$ cat config.mk
export PLATFORM = sky130hd
export DESIGN_NAME = opc_mem_arbiter_flat
export DESIGN_NICKNAME = d
export VERILOG_FILES = /design/src/rtl/opc_mem_arbiter_if.sv /design/src/rtl/opc_mem_arbiter.sv /design/src/flat_wrapper.sv
export SDC_FILE = /design/constraint.sdc
export NUM_CORES = 1
export LEC_CHECK = 0
export BUFFER_PORTS_ARGS = -buffer_cell sky130_fd_sc_hd__buf_2
export CAP_MARGIN = 10
export CORE_AREA = 10 10 104 69
export DETAILED_ROUTE_END_ITERATION = 8
export DIE_AREA = 0 0 114 79
export HOLD_SLACK_MARGIN = 0.15
export PLACE_DENSITY = 0.8
export SYNTH_ARGS = -nofsm -noshare
export SYNTH_HDL_FRONTEND = slang
export SYNTH_SLANG_ARGS = --single-unit
$ cat constraint.sdc
create_clock -name clk -period 2.1 [get_ports clk]
set_input_delay 0.63 -clock clk [delete_from_list [all_inputs] [get_ports clk]]
set_output_delay 0.63 -clock clk [all_outputs]
set_load 0.05 [all_outputs]
$ cat src/rtl/opc_mem_arbiter_if.sv
// Host load/debug port: valid/ready request channel into the OPC memory arbiter.
// The host drives the request fields; the arbiter returns a completion pulse and read data.
interface opc_mem_arbiter_if #(
  parameter int AW = 11,
  parameter int DW = 8
);
  logic          host_valid;
  logic          host_we;
  logic [AW-1:0] host_addr;
  logic [DW-1:0] host_wdata;
  logic          host_ready;
  logic [DW-1:0] host_rdata;

  modport master (
    output host_valid, host_we, host_addr, host_wdata,
    input  host_ready, host_rdata
  );

  modport slave (
    input  host_valid, host_we, host_addr, host_wdata,
    output host_ready, host_rdata
  );
endinterface

$ cat src/rtl/opc_mem_arbiter.sv
// Round-robin sharing of one synchronous single-port RAM between the OPC CPU (stalled via
// cpu_ce) and a host port. Each slot is ISSUE then COMPLETE; a stall-cycle counter is kept.
module opc_mem_arbiter #(
  parameter int AW   = 11,
  parameter int DW   = 8,
  parameter int CNTW = 16
) (
  input  logic            clk,
  input  logic            rst,
  input  logic            cpu_run,
  input  logic [AW-1:0]   cpu_addr,
  input  logic            cpu_rnw,
  input  logic [DW-1:0]   cpu_wdata,
  output logic [DW-1:0]   cpu_rdata,
  output logic            cpu_ce,
  opc_mem_arbiter_if.slave host,
  output logic            mem_en,
  output logic            mem_we,
  output logic [AW-1:0]   mem_addr,
  output logic [DW-1:0]   mem_wdata,
  input  logic [DW-1:0]   mem_rdata,
  output logic [CNTW-1:0] stall_cnt,
  input  logic            stat_clr
);

  typedef enum logic [1:0] {IDLE, ISSUE, COMPLETE} state_t;
  typedef enum logic {OWN_CPU, OWN_HOST} owner_t;

  state_t        state;
  owner_t        owner;
  owner_t        last_owner;
  logic [DW-1:0] cpu_rdata_q;
  logic [DW-1:0] host_rdata_q;

  logic cpu_elig;
  logic host_elig;
  logic grant_cpu;
  logic grant_host;

  // A requester whose slot is completing this cycle is not eligible: its request is stale.
  always_comb begin
    // NOTE: every always_comb output gets a default first so no path can infer a latch.
    cpu_elig   = 1'b0;
    host_elig  = 1'b0;
    grant_cpu  = 1'b0;
    grant_host = 1'b0;
    if (state == IDLE || state == COMPLETE) begin
      cpu_elig   = cpu_run && !(state == COMPLETE && owner == OWN_CPU);
      host_elig  = host.host_valid && !(state == COMPLETE && owner == OWN_HOST);
      grant_cpu  = cpu_elig && (!host_elig || last_owner == OWN_HOST);
      grant_host = host_elig && !grant_cpu;
    end
  end

  always_ff @(posedge clk) begin
    // NOTE: sequential state uses non-blocking assignments so every register samples pre-edge values.
    if (rst) begin
      state        <= IDLE;
      owner        <= OWN_HOST;
      last_owner   <= OWN_HOST;
      mem_en       <= 1'b0;
      mem_we       <= 1'b0;
      mem_addr     <= '0;
      mem_wdata    <= '0;
      cpu_ce       <= 1'b0;
      host.host_ready <= 1'b0;
      cpu_rdata_q  <= '0;
      host_rdata_q <= '0;
    end else begin
      cpu_ce          <= 1'b0;
      host.host_ready <= 1'b0;
      mem_en          <= 1'b0;
      mem_we          <= 1'b0;
      case (state)
        IDLE, COMPLETE: begin
          if (state == COMPLETE) begin
            if (owner == OWN_CPU) cpu_rdata_q  <= mem_rdata;
            else                  host_rdata_q <= mem_rdata;
          end
          if (grant_cpu) begin
            state      <= ISSUE;
            owner      <= OWN_CPU;
            last_owner <= OWN_CPU;
            mem_en     <= 1'b1;
            mem_we     <= !cpu_rnw;
            mem_addr   <= cpu_addr;
            mem_wdata  <= cpu_wdata;
          end else if (grant_host) begin
            state      <= ISSUE;
            owner      <= OWN_HOST;
            last_owner <= OWN_HOST;
            mem_en     <= 1'b1;
            mem_we     <= host.host_we;
            mem_addr   <= host.host_addr;
            mem_wdata  <= host.host_wdata;
          end else begin
            state <= IDLE;
          end
        end
        ISSUE: begin
          state           <= COMPLETE;
          cpu_ce          <= (owner == OWN_CPU);
          host.host_ready <= (owner == OWN_HOST);
        end
        default: state <= IDLE;
      endcase
    end
  end

  // Clear wins over a coincident increment.
  always_ff @(posedge clk) begin
    if (rst || stat_clr) begin
      stall_cnt <= '0;
    end else if (cpu_run && !cpu_ce && stall_cnt != {CNTW{1'b1}}) begin
      stall_cnt <= stall_cnt + 1'b1;
    end
  end

  assign cpu_rdata       = (state == COMPLETE && owner == OWN_CPU)  ? mem_rdata : cpu_rdata_q;
  assign host.host_rdata = (state == COMPLETE && owner == OWN_HOST) ? mem_rdata : host_rdata_q;

endmodule
$ cat src/flat_wrapper.sv
// flat-port wrapper written by rule: the top's interface ports become plain ports
module opc_mem_arbiter_flat 
#(
  parameter int AW   = 11,
  parameter int DW   = 8,
  parameter int CNTW = 16
)
  (clk, rst, cpu_run, cpu_addr, cpu_rnw, cpu_wdata, cpu_rdata, cpu_ce, mem_en, mem_we, mem_addr, mem_wdata, mem_rdata, stall_cnt, stat_clr, host_host_valid, host_host_we, host_host_addr, host_host_wdata, host_host_ready, host_host_rdata);
  opc_mem_arbiter_if #(.AW(AW), .DW(DW)) host_i ();
  input  logic clk;
  input  logic rst;
  input  logic cpu_run;
  input  logic [AW-1:0] cpu_addr;
  input  logic cpu_rnw;
  input  logic [DW-1:0] cpu_wdata;
  output logic [DW-1:0] cpu_rdata;
  output logic cpu_ce;
  output logic mem_en;
  output logic mem_we;
  output logic [AW-1:0] mem_addr;
  output logic [DW-1:0] mem_wdata;
  input  logic [DW-1:0] mem_rdata;
  output logic [CNTW-1:0] stall_cnt;
  input  logic stat_clr;
  input wire logic [$bits(host_i.host_valid)-1:0] host_host_valid;
  input wire logic [$bits(host_i.host_we)-1:0] host_host_we;
  input wire logic [$bits(host_i.host_addr)-1:0] host_host_addr;
  input wire logic [$bits(host_i.host_wdata)-1:0] host_host_wdata;
  output wire logic [$bits(host_i.host_ready)-1:0] host_host_ready;
  output wire logic [$bits(host_i.host_rdata)-1:0] host_host_rdata;
  assign host_i.host_valid = host_host_valid;
  assign host_i.host_we = host_host_we;
  assign host_i.host_addr = host_host_addr;
  assign host_i.host_wdata = host_host_wdata;
  assign host_host_ready = host_i.host_ready;
  assign host_host_rdata = host_i.host_rdata;
  opc_mem_arbiter #(.AW(AW), .DW(DW), .CNTW(CNTW)) u_core (.clk(clk), .rst(rst), .cpu_run(cpu_run), .cpu_addr(cpu_addr), .cpu_rnw(cpu_rnw), .cpu_wdata(cpu_wdata), .cpu_rdata(cpu_rdata), .cpu_ce(cpu_ce), .host(host_i), .mem_en(mem_en), .mem_we(mem_we), .mem_addr(mem_addr), .mem_wdata(mem_wdata), .mem_rdata(mem_rdata), .stall_cnt(stall_cnt), .stat_clr(stat_clr));
endmodule
==> key figures, run 1 <==
Timing
  • Final period demand of the worst path: 2.15 ns
  • Fmax: 0.465 GHz
  • Relative slew margins: 64.0%
  • Aggregate negative setup slack: -0.378 ns
  • Clock skew: 0.00560 ns
  • Hold Worst Slack: 0.518 ns
  • Number of pins exceeding their max-slew limit in the final report: 0
  • Count of endpoints failing setup in the final report: 10
  • Final Cycle Share: 102%
  • RSZ-0062 raised after global routing: true
  • Final Hold Viols: 0
  • Smallest setup slack after layout: -0.0510 ns
  • Least-Margin Pin Slew: 0.538 ns

GRT
  • Maximum number of pins on one net before global-route repair: 31
  • Overall track demand over capacity in global routing: 16.8%
  • First-pass GRT wire length: 12.4 mm
  • Via count of the first global-routing pass: 2469
  • Total congestion overflow after global routing: 0
  • Antenna violations before repair: 0

Clock tree
  • Clock sink count: 58
  • Total CTS buffers: 9
  • CTS clock-pin slew for the worst setup and hold paths: 0.07 ns
  • Hold bufs inserted after CTS: 0
  • CTS tree: yes
  • H-Tree Depth: 3
  • Clock latency on the worst-skew pair: 0.32 ns
  • Number of buffers on the longest clock path: 2
  • Root buf cell: sky130_fd_sc_hd__clkbuf_8

Routing
  • Mean number of vias per cell: 5.54
  • Average routed wire per standard cell: 17.5 microns
  • Final Routed Wirelength: 7.61 mm
  • TritonRoute pass-1 iters: 5
  • Number of remaining DRC errors: 0
  • Iteration-0 DRC Markers: 206
  • Post-detailed-route count of antenna-violating nets: 0
  • Via Count: 2412

Pwr
  • Leakage power: 1.62 nW
  • Cell area power density: 771 nW/um^2
  • Worst VDD drop: 0.481 mV

Die
  • Horizontal die dimension: 114 microns
  • Row Count: 21
  • Starting density of the core: 45.5%
  • Floorplan die height: 79 microns
  • Die footprint: 9010 sq um
  • Std-Cell Core Area: 5360 sq um
  • Boundary Pins: 108

Logic synthesis
  • Post-synthesis cell count: 245
  • Summed instance area of the synthesized netlist: 2440 sq um
  • Largest family of logic cells by synthesized area: simple AND/OR/NAND/NOR gates
  • Share of synthesized area spent on multiplexers: 9.45%
  • Mean area per synthesized cell: 9.95 sq um
  • Yosys Warn Count: 0
  • Synthesized-area fraction occupied by and/or/nand/nor cells: 23.4%
  • Synthesized netlist net count: 299
  • Unique cell type count in the Yosys netlist: 38
  • Sequential cell area fraction in the yosys report: 47.6%
  • Count of state elements after synthesis: 58
  • Adder and majority gate portion of the synthesized area: 0.513%
  • Synth Area in XOR/XNOR: 0%
  • Synth Area in Compound Gates: 15.7%

Cells and area
  • Share of final-layout standard cells stronger than drive strength 1: 45.6%
  • Antenna diode count: 0
  • Final Core Density: 65.3%
  • Layout Cells excl Fill: 435
  • Final nets: 416
  • Signed area change from the synthesized netlist to the final layout: 43.6%
  • Final Cell Area: 3500 sq um

Worst setup path
  • Worst path buffer plus inverter count: 2
  • Cells traversed along the worst timing path: nor3b_4 > buf_6 > mux2_4 > buf_8
  • Kind of start point of the critical path: register
  • Biggest cell delay along the critical path: 0.36 ns
  • Arrival time of data at the critical path endpoint: 1.52 ns
  • Top cell family by delay on the critical path: flip-flops
  • Maximum fanout along the worst path: 8
  • Cell with the largest stage delay on the worst path: sky130_fd_sc_hd__dfxtp_4
  • Worst Path Required: 1.47 ns
  • Capturing element type of the critical path: output pin
  • Critical path class: reg2out

Hold path
  • Hold/Removal Path Class: reg2reg

Placement
  • Placer's final routability congestion estimate: 0.943
  • Hpwl dp: 5.51 mm
  • Post-placement cell area: 3090 sq um
  • Number of input and output port buffers inserted: 107
  • Cell count after placement: 416

Run status
  • Result of the run: finished with violations
  • Failing checks: setup timing

Flow run
  • Maxcap violations: 0
[per-layer routing]
| metal | global-route usage, % | vias to the layer above | share of wire (%) |
|---|---|---|---|
| met5 | 0 | - | 0 |
| met4 | 4.86 | 0 | 0.43 |
| met3 | 8.33 | 2 | 11 |
| met2 | 26.2 | 118 | 45 |
| met1 | 20.0 | 1130 | 43 |
| li1 | - | 1162 | - |
[sequential cells by signal (all words and copies together), names as in the netlist]
register	count
u_core.cpu_ce	1
u_core.cpu_rdata_q	8
u_core.host.host_ready	1
u_core.host_rdata_q	8
u_core.mem_addr	11
u_core.mem_en	1
u_core.mem_wdata	8
u_core.mem_we	1
u_core.owner	1
u_core.stall_cnt	16
u_core.state	2
[cell type report]
cell class                 instances  area [sq um]
clock buffer                      10           138
clock inverter                     5          55.1
fill                             434          1860
inverter                           5          18.8
multi-input combinational        166          1260
sequential                        58          1180
tap                               69          86.3
timing repair buffer             122           763
[metrics by stage]
stage | power [W] | worst slack [ns]
2_1_floorplan | 0.00153 | 0.0152
3_3_place_gp | 0.00167 | 0.155
3_5_place_dp | 0.00168 | 0.119
4_1_cts | 0.00272 | -0.0649
5_1_grt | 0.00282 | -0.115
6_report | 0.00270 | -0.0510
[what timing repair did]
action | in CTS | in global routing
endpoints found under the setup margin | 16 | 18
resized for setup | 57 | 1
hold endpoints to repair | 0 | 0
setup buffers | 2 | 2
pin swaps | 0 | 1
[worst paths after layout]
check	start	to	slack (ns)	cells after the start
max	u_core.state[0]	cpu_rdata[5]	-0.05	4
min	u_core.stall_cnt[1]	u_core.stall_cnt[1]	0.52	2
max reg2reg	u_core.stall_cnt[1]	u_core.stall_cnt[14]	0.09	5
min reg2reg	u_core.stall_cnt[1]	u_core.stall_cnt[1]	0.52	2
[layout by cell type (no fill, tap or decap), types with 6 or more instances in the layout]
master                     Yosys  final
sky130_fd_sc_hd__a21oi_1       9      9
sky130_fd_sc_hd__a222oi_1     19     19
sky130_fd_sc_hd__buf_2         1     91
sky130_fd_sc_hd__buf_4         0     13
sky130_fd_sc_hd__buf_6         0     16
sky130_fd_sc_hd__clkbuf_8      0     10
sky130_fd_sc_hd__dfxtp_1      58     50
sky130_fd_sc_hd__dfxtp_2       0      6
sky130_fd_sc_hd__mux2_4        0     16
sky130_fd_sc_hd__nand2_1       7      7
sky130_fd_sc_hd__nand3_1       6      6
sky130_fd_sc_hd__nor2_1       24     24
sky130_fd_sc_hd__nor2b_1      18     18
sky130_fd_sc_hd__o21ai_0       6      6
sky130_fd_sc_hd__or3_1        10     10
sky130_fd_sc_hd__or4_1         7      7
[where the power goes]
group / leakage, nW / internal [W] / switching (W)
combinational: 1.05 / 0.000185 / 0.000334
clock: 0.0941 / 0.000569 / 0.000434
sequential: 0.476 / 0.00115 / 0.0000268
[cell usage after synthesis]
cell type                  count  area share (%)
sky130_fd_sc_hd__nor4_1        3            0.77
sky130_fd_sc_hd__o311ai_0      2            0.72
sky130_fd_sc_hd__nand4_4       1            0.87
sky130_fd_sc_hd__dfxtp_1      58              48
sky130_fd_sc_hd__or3_1        10             2.6
sky130_fd_sc_hd__or2_2         1            0.26
sky130_fd_sc_hd__clkbuf_1     14             2.2
sky130_fd_sc_hd__o31ai_1       4             1.2
sky130_fd_sc_hd__nand3b_1      2            0.62
sky130_fd_sc_hd__and3b_1       1            0.36
sky130_fd_sc_hd__a21oi_1       9             1.8
sky130_fd_sc_hd__o21ba_2       1            0.41
sky130_fd_sc_hd__o211a_1       1            0.41
sky130_fd_sc_hd__nor3_1        2            0.41
sky130_fd_sc_hd__nor4_4        1            0.87
sky130_fd_sc_hd__buf_2         1            0.21
sky130_fd_sc_hd__buf_1         1            0.15
sky130_fd_sc_hd__nor3b_1       2            0.62
sky130_fd_sc_hd__a211o_1       2            0.72
sky130_fd_sc_hd__mux2_2       16             7.4
sky130_fd_sc_hd__nor2_1       24             3.7
sky130_fd_sc_hd__a22oi_1       1            0.31
sky130_fd_sc_hd__nand2_1       7             1.1
sky130_fd_sc_hd__nor3b_2       1            0.51
sky130_fd_sc_hd__o41ai_1       2            0.72
sky130_fd_sc_hd__nand3_1       6             1.2
sky130_fd_sc_hd__nor2b_1      18             4.6
sky130_fd_sc_hd__nand4_1       5             1.3
sky130_fd_sc_hd__ha_1          1            0.51
sky130_fd_sc_hd__o21ai_0       6             1.2
sky130_fd_sc_hd__a222oi_1     19             7.8
sky130_fd_sc_hd__or4_4         1            0.46
sky130_fd_sc_hd__nand2b_1      2            0.51
sky130_fd_sc_hd__or4_1         7             2.2
sky130_fd_sc_hd__and2_1        2            0.51
sky130_fd_sc_hd__inv_1         5            0.77
sky130_fd_sc_hd__a21o_1        1            0.31
sky130_fd_sc_hd__mux2i_1       5             2.1
[logic make-up after synthesis]
| family | Yosys count |
|---|---|
| flip-flops | 58 |
| multiplexers | 21 |
| AND/OR/NAND/NOR | 96 |
| AO/OA/AOI/OAI | 48 |
| buffers and inverters | 21 |
| adder cells (fa/ha/maj) | 1 |
[worst min-delay path, cell delays in order (launching register included)]
cell,delay (ns)
sky130_fd_sc_hd__dfxtp_2,0.34
sky130_fd_sc_hd__o21ai_0,0.07
sky130_fd_sc_hd__a21oi_1,0.06
Note: power is estimated with default switching activity, not from simulation.
==> inputs of run 2 (changes only) <==
Settings changed: CELL_PAD_IN_SITES_DETAIL_PLACEMENT set to 2, CELL_PAD_IN_SITES_GLOBAL_PLACEMENT set to 2, CORE_AREA 10 10 104 69 to 10 10 134 87, DIE_AREA 0 0 114 79 to 0 0 144 97, PLACE_DENSITY 0.8 to 0.79.
==> key figures, run 2 (synthesis gave the netlist of run 1 again) <==
Run status
  • Result of the run: finished with violations
  • Failing checks: setup timing

Worst setup path
  • Top cell family by delay on the critical path: buffers and inverters
  • Worst path buffer plus inverter count: 2
  • Maximum fanout along the worst path: 8
  • Cell with the largest stage delay on the worst path: sky130_fd_sc_hd__dfxtp_2
  • Biggest cell delay along the critical path: 0.33 ns
  • Cells traversed along the worst timing path: nor3b_2 > buf_6 > mux2_4 > buf_8
  • Critical path class: reg2out
  • Kind of start point of the critical path: register
  • Worst Path Required: 1.47 ns
  • Capturing element type of the critical path: output pin
  • Arrival time of data at the critical path endpoint: 1.53 ns

GRT
  • Maximum number of pins on one net before global-route repair: 23
  • Overall track demand over capacity in global routing: 14.3%
  • Total congestion overflow after global routing: 0
  • Antenna violations before repair: 1
  • First-pass GRT wire length: 15.8 mm
  • Via count of the first global-routing pass: 2849

Timing
  • Relative slew margins: 65.3%
  • Final period demand of the worst path: 2.16 ns
  • Fmax: 0.464 GHz
  • RSZ-0062 raised after global routing: true
  • Smallest setup slack after layout: -0.0568 ns
  • Clock skew: 0.00793 ns
  • Count of endpoints failing setup in the final report: 8
  • Final Cycle Share: 103%
  • Final Hold Viols: 0
  • Least-Margin Pin Slew: 0.519 ns
  • Number of pins exceeding their max-slew limit in the final report: 0

Cells and area
  • Number of flip-flops under the largest register name: 16
  • Signed area change from the synthesized netlist to the final layout: 52.9%
  • Share of final-layout standard cells stronger than drive strength 1: 46.0%
  • Most frequent standard cell in the layout excluding fill and tap cells: sky130_fd_sc_hd__buf_2
  • Largest registers: u_core.stall_cnt (16), u_core.mem_addr (11)
  • Highest-count cells in the layout ignoring fill and taps: sky130_fd_sc_hd__buf_2 (91), sky130_fd_sc_hd__dfxtp_1 (51), sky130_fd_sc_hd__nor2_1 (24)
  • Register with the most flip-flops: u_core.stall_cnt
  • Final Cell Area: 3730 sq um
  • Final nets: 421

Clock tree
  • Clock latency on the worst-skew pair: 0.33 ns
  • Clock sink count: 58
  • Total CTS buffers: 9
  • CTS tree: yes
  • Hold bufs inserted after CTS: 0
  • Number of buffers on the longest clock path: 2
  • Root buf cell: sky130_fd_sc_hd__clkbuf_16
  • H-Tree Depth: 3
  • CTS clock-pin slew for the worst setup and hold paths: 0.05 ns

Placement
  • Number of input and output port buffers inserted: 107
  • Post-placement cell area: 3200 sq um
  • Placer's final routability congestion estimate: 0.740
  • Hpwl dp: 7.40 mm

Hold path
  • Hold/Removal Path Class: reg2reg

Pwr
  • Worst VDD drop: 0.406 mV
  • Leakage power: 1.71 nW
  • Sum of internal, switching and leakage power: 0.00338 W
  • Cell area power density: 906 nW/um^2

Routing
  • Mean number of vias per cell: 5.15
  • Iteration-0 DRC Markers: 166
  • Final Routed Wirelength: 9.92 mm
  • Via Count: 2519
  • Average routed wire per standard cell: 20.3 microns
  • Post-detailed-route count of antenna-violating nets: 0
  • TritonRoute pass-1 iters: 5
  • Number of remaining DRC errors: 0

Die
  • Horizontal die dimension: 144 microns
  • Starting density of the core: 26.8%
  • Row Count: 27
  • Floorplan die height: 97 microns
  • Die footprint: 14000 sq um
  • Boundary Pins: 108
  • Std-Cell Core Area: 9090 sq um

Flow run
  • Maxcap violations: 0
run 2: cell count changes in the layout (fill, tap and decap cells not counted), sizes merged:
| cell | before | now |
|---|---|---|
| buf | 122 | 127 |
| bufinv | 1 | 3 |
| clkinvlp | 2 | 0 |
| clkinv | 2 | 3 |
| diode | 0 | 1 |
run 2: tightest hold or removal path: stages, from the launching register on:
cell and delay (ns):
sky130_fd_sc_hd__dfxtp_2 0.33, sky130_fd_sc_hd__o21ai_0 0.07, sky130_fd_sc_hd__a21oi_1 0.07
run 2: per-stage QoR:
step | utilization (%) | setup WS, ns | hold WS [ns] | std cells | TNS (ns)
global placement | 35.2 | 0.160 | 0.491 | 470 | 0
global route | 41.0 | -0.104 | 0.537 | 488 | -0.990
finish | 41.0 | -0.0568 | 0.517 | 489 | -0.359
detailed placement | 35.2 | 0.115 | 0.501 | 470 | 0
CTS | 40.9 | -0.0923 | 0.519 | 487 | -0.664
floorplan | - | 0.0152 | 0.491 | 245 | 0
run 2: path summary, 6_finish.rpt:
path | start | end | slack (ns) | cells after the start
worst max-delay path | u_core.state[0] | cpu_rdata[1] | -0.06 | 4
worst max register to register | u_core.stall_cnt[10] | u_core.stall_cnt[15] | 0.15 | 4
worst min-delay path | u_core.stall_cnt[1] | u_core.stall_cnt[1] | 0.52 | 2
worst min register to register | u_core.stall_cnt[1] | u_core.stall_cnt[1] | 0.52 | 2
run 2: routing by layer:
metal / GRT usage (%) / wire length [microns] / up-vias
li1: - / - / 1171
met1: 16.0 / 4130 / 1247
met2: 22.8 / 4630 / 85
met3: 7.99 / 1030 / 16
met4: 3.57 / 132 / 0
met5: 0 / 0 / -
run 2: final cells by class:
type	instances	area, sq um
Inverter	5	18.8
Antenna cell	1	2.50
Tap cell	116	145
Fill cell	976	5360
Clock buffer	10	229
Sequential cell	58	1170
Multi-Input combinational cell	166	1260
Timing Repair Buffer	127	801
Clock inverter	6	105
run 2: where the power goes:
part           leakage (nW)  switching, W  internal, W
clock                 0.166      0.000508      0.00115
sequential            0.476     0.0000275      0.00115
combinational          1.07      0.000347     0.000191
total                  1.71      0.000883      0.00250
run 2: what timing repair did:
item                                    4_1_cts  5_1_grt
pin swaps                                     1        0
resized for setup                            53        1
endpoints found under the setup margin       16       16
buffers inserted                              1        1
==> inputs of run 3 (changes only) <==
Settings changed: CORE_AREA 10 10 134 87 to 10 10 130 85, DIE_AREA 0 0 144 97 to 0 0 140 95, PLACE_DENSITY 0.79 to 0.83.
Clock period 2.1 ns to 2.6 ns, I/O delays scaled along.
==> key figures, run 3 (synthesis gave the netlist of run 1 again) <==
Cells and area
  • Most frequent standard cell in the layout excluding fill and tap cells: sky130_fd_sc_hd__buf_2
  • Number of flip-flops under the largest register name: 16
  • Antenna diode count: 0
  • Share of final-layout standard cells stronger than drive strength 1: 42.9%
  • Highest-count cells in the layout ignoring fill and taps: sky130_fd_sc_hd__buf_2 (107), sky130_fd_sc_hd__dfxtp_1 (56), sky130_fd_sc_hd__nor2_1 (24)
  • Final Cell Area: 3430 sq um
  • Largest registers: u_core.stall_cnt (16), u_core.mem_addr (11)
  • Final nets: 408
  • Register with the most flip-flops: u_core.stall_cnt
  • Signed area change from the synthesized netlist to the final layout: 40.8%

Timing
  • Final Cycle Share: 94.4%
  • Aggregate negative setup slack: 0 ns
  • Number of pins exceeding their max-slew limit in the final report: 0
  • Relative slew margins: 47.4%
  • Count of endpoints failing setup in the final report: 0
  • Final period demand of the worst path: 2.45 ns
  • Least-Margin Pin Slew: 0.789 ns
  • Fmax: 0.408 GHz
  • RSZ-0062 raised after global routing: false
  • Final Hold Viols: 0
  • Clock skew: 0.00463 ns

Pwr
  • Leakage power: 1.58 nW
  • Worst VDD drop: 0.313 mV
  • Fraction of power consumed by the clock network: 48.5%
  • Switching component of the power: 0.000699 W
  • Cell area power density: 760 nW/um^2
  • Sw Ratio: 26.8%
  • Fraction of power consumed by combinational cells: 14.8%
  • Share of power burned in registers: 36.7%
  • Int Pwr: 0.00191 W

Routing
  • TritonRoute pass-1 iters: 6
  • Iteration-0 DRC Markers: 162
  • Number of remaining DRC errors: 0
  • Average routed wire per standard cell: 19.5 microns
  • Post-detailed-route count of antenna-violating nets: 0
  • Final Routed Wirelength: 9.27 mm
  • Via Count: 2402
  • Mean number of vias per cell: 5.06

Hold path
  • Hold/Removal Path Class: reg2reg
  • Source of the worst hold timing path: u_core.stall_cnt[15]
  • Worst Hold Path Cells: 2
  • Worst-case hold path end point: u_core.stall_cnt[15]

Placement
  • Number of input and output port buffers inserted: 107
  • Placer's final routability congestion estimate: 0.772
  • Post-placement cell area: 3100 sq um
  • Hpwl dp: 6.94 mm

Clock tree
  • CTS tree: yes
  • CTS clock-pin slew for the worst setup and hold paths: 0.05 ns
  • Hold bufs inserted after CTS: 0
  • Total CTS buffers: 9
  • Number of buffers on the longest clock path: 2
  • Root buf cell: sky130_fd_sc_hd__clkbuf_16
  • H-Tree Depth: 3
  • Clock latency on the worst-skew pair: 0.33 ns
  • Clock sink count: 58

Worst setup path
  • Worst Path Required: 1.82 ns
  • Reg-to-reg setup timing slack: 0.50 ns
  • Kind of start point of the critical path: register
  • Capturing element type of the critical path: output pin
  • Maximum fanout along the worst path: 8
  • Critical path class: reg2out
  • Startpoint of the lowest-slack register-to-register path: u_core.stall_cnt[0]
  • Reg-to-Reg End: u_core.stall_cnt[14]
  • R2R cell count: 5
  • Arrival time of data at the critical path endpoint: 1.67 ns

GRT
  • Maximum number of pins on one net before global-route repair: 26
  • Overall track demand over capacity in global routing: 14.1%
  • Antenna violations before repair: 1
  • Via count of the first global-routing pass: 2708
  • Total congestion overflow after global routing: 0
  • First-pass GRT wire length: 15.0 mm

Run status
  • Result of the run: complete, no violations

Flow run
  • Maxcap violations: 0

Die
  • Row Count: 27
  • Boundary Pins: 108
  • Die footprint: 13300 sq um
  • Starting density of the core: 27.7%
  • Horizontal die dimension: 140 microns
  • Std-Cell Core Area: 8780 sq um
  • Floorplan die height: 95 microns
[run 3: routing by layer]
layer / track usage (%) / share of wire, % / vias to the layer above
met5: 0 / 0 / -
met4: 3.60 / 0.80 / 0
met3: 8.92 / 11 / 11
met2: 23.1 / 46 / 78
met1: 15.0 / 42 / 1166
li1: - / - / 1147
[run 3: layout make-up]
cell class | count | area [sq um]
sequential | 58 | 1160
clock inverter | 6 | 80.1
fill | 1007 | 5350
tap | 116 | 145
multi-input combinational | 166 | 1200
clock buffer | 10 | 239
inverter | 5 | 18.8
timing repair buffer | 114 | 588
[run 3: critical path, cell delays in order (launching register included)]
cell and delay, ns:
sky130_fd_sc_hd__dfxtp_2 0.38, sky130_fd_sc_hd__nor3b_2 0.18, sky130_fd_sc_hd__buf_4 0.20, sky130_fd_sc_hd__mux2_2 0.36, sky130_fd_sc_hd__buf_2 0.22
[run 3: timing repair]
action / in CTS / in global routing
endpoints found under the hold margin: 0 / 0
buffers inserted: 1 / 0
gates resized for setup: 0 / 2
endpoints found under the setup margin: 8 / 8
cloned: 0 / 0
pin swaps: 1 / 0
[run 3: worst max-delay path by stage]
stage | start | end | slack, ns | depth (start not counted)
2_1_floorplan | u_core.stall_cnt[0] | u_core.stall_cnt[14] | 0.33 | 5
3_3_place_gp | u_core.owner | host_host_rdata[6] | 0.34 | 3
3_5_place_dp | cpu_run | u_core.mem_addr[5] | 0.27 | 5
4_1_cts | u_core.state[1] | cpu_rdata[0] | 0.06 | 4
5_1_grt | u_core.state[0] | host_host_rdata[6] | 0.04 | 4
6_report | u_core.state[1] | cpu_rdata[0] | 0.15 | 4
[run 3: through the flow]
stage | utilization [%] | worst slack, ns | instances | power (W) | hold slack, ns
floorplan | - | 0.332 | 245 | 0.00123 | 0.491
global placement | 35.3 | 0.341 | 458 | 0.00135 | 0.485
detailed placement | 35.3 | 0.271 | 458 | 0.00136 | 0.502
CTS | 39.0 | 0.0583 | 475 | 0.00265 | 0.511
global route | 39.1 | 0.0408 | 475 | 0.00272 | 0.547
finish | 39.1 | 0.146 | 475 | 0.00261 | 0.504
[run 3: power groups by stage]
stage                     Clock [W]  Sequential [W]  Combinational [W]
after global placement            0        0.000970           0.000379
after global routing        0.00134        0.000961           0.000417
after detailed placement          0        0.000973           0.000391
final                       0.00126        0.000956           0.000386
after floorplan                   0         0.00107           0.000162
after CTS                   0.00130        0.000956           0.000394
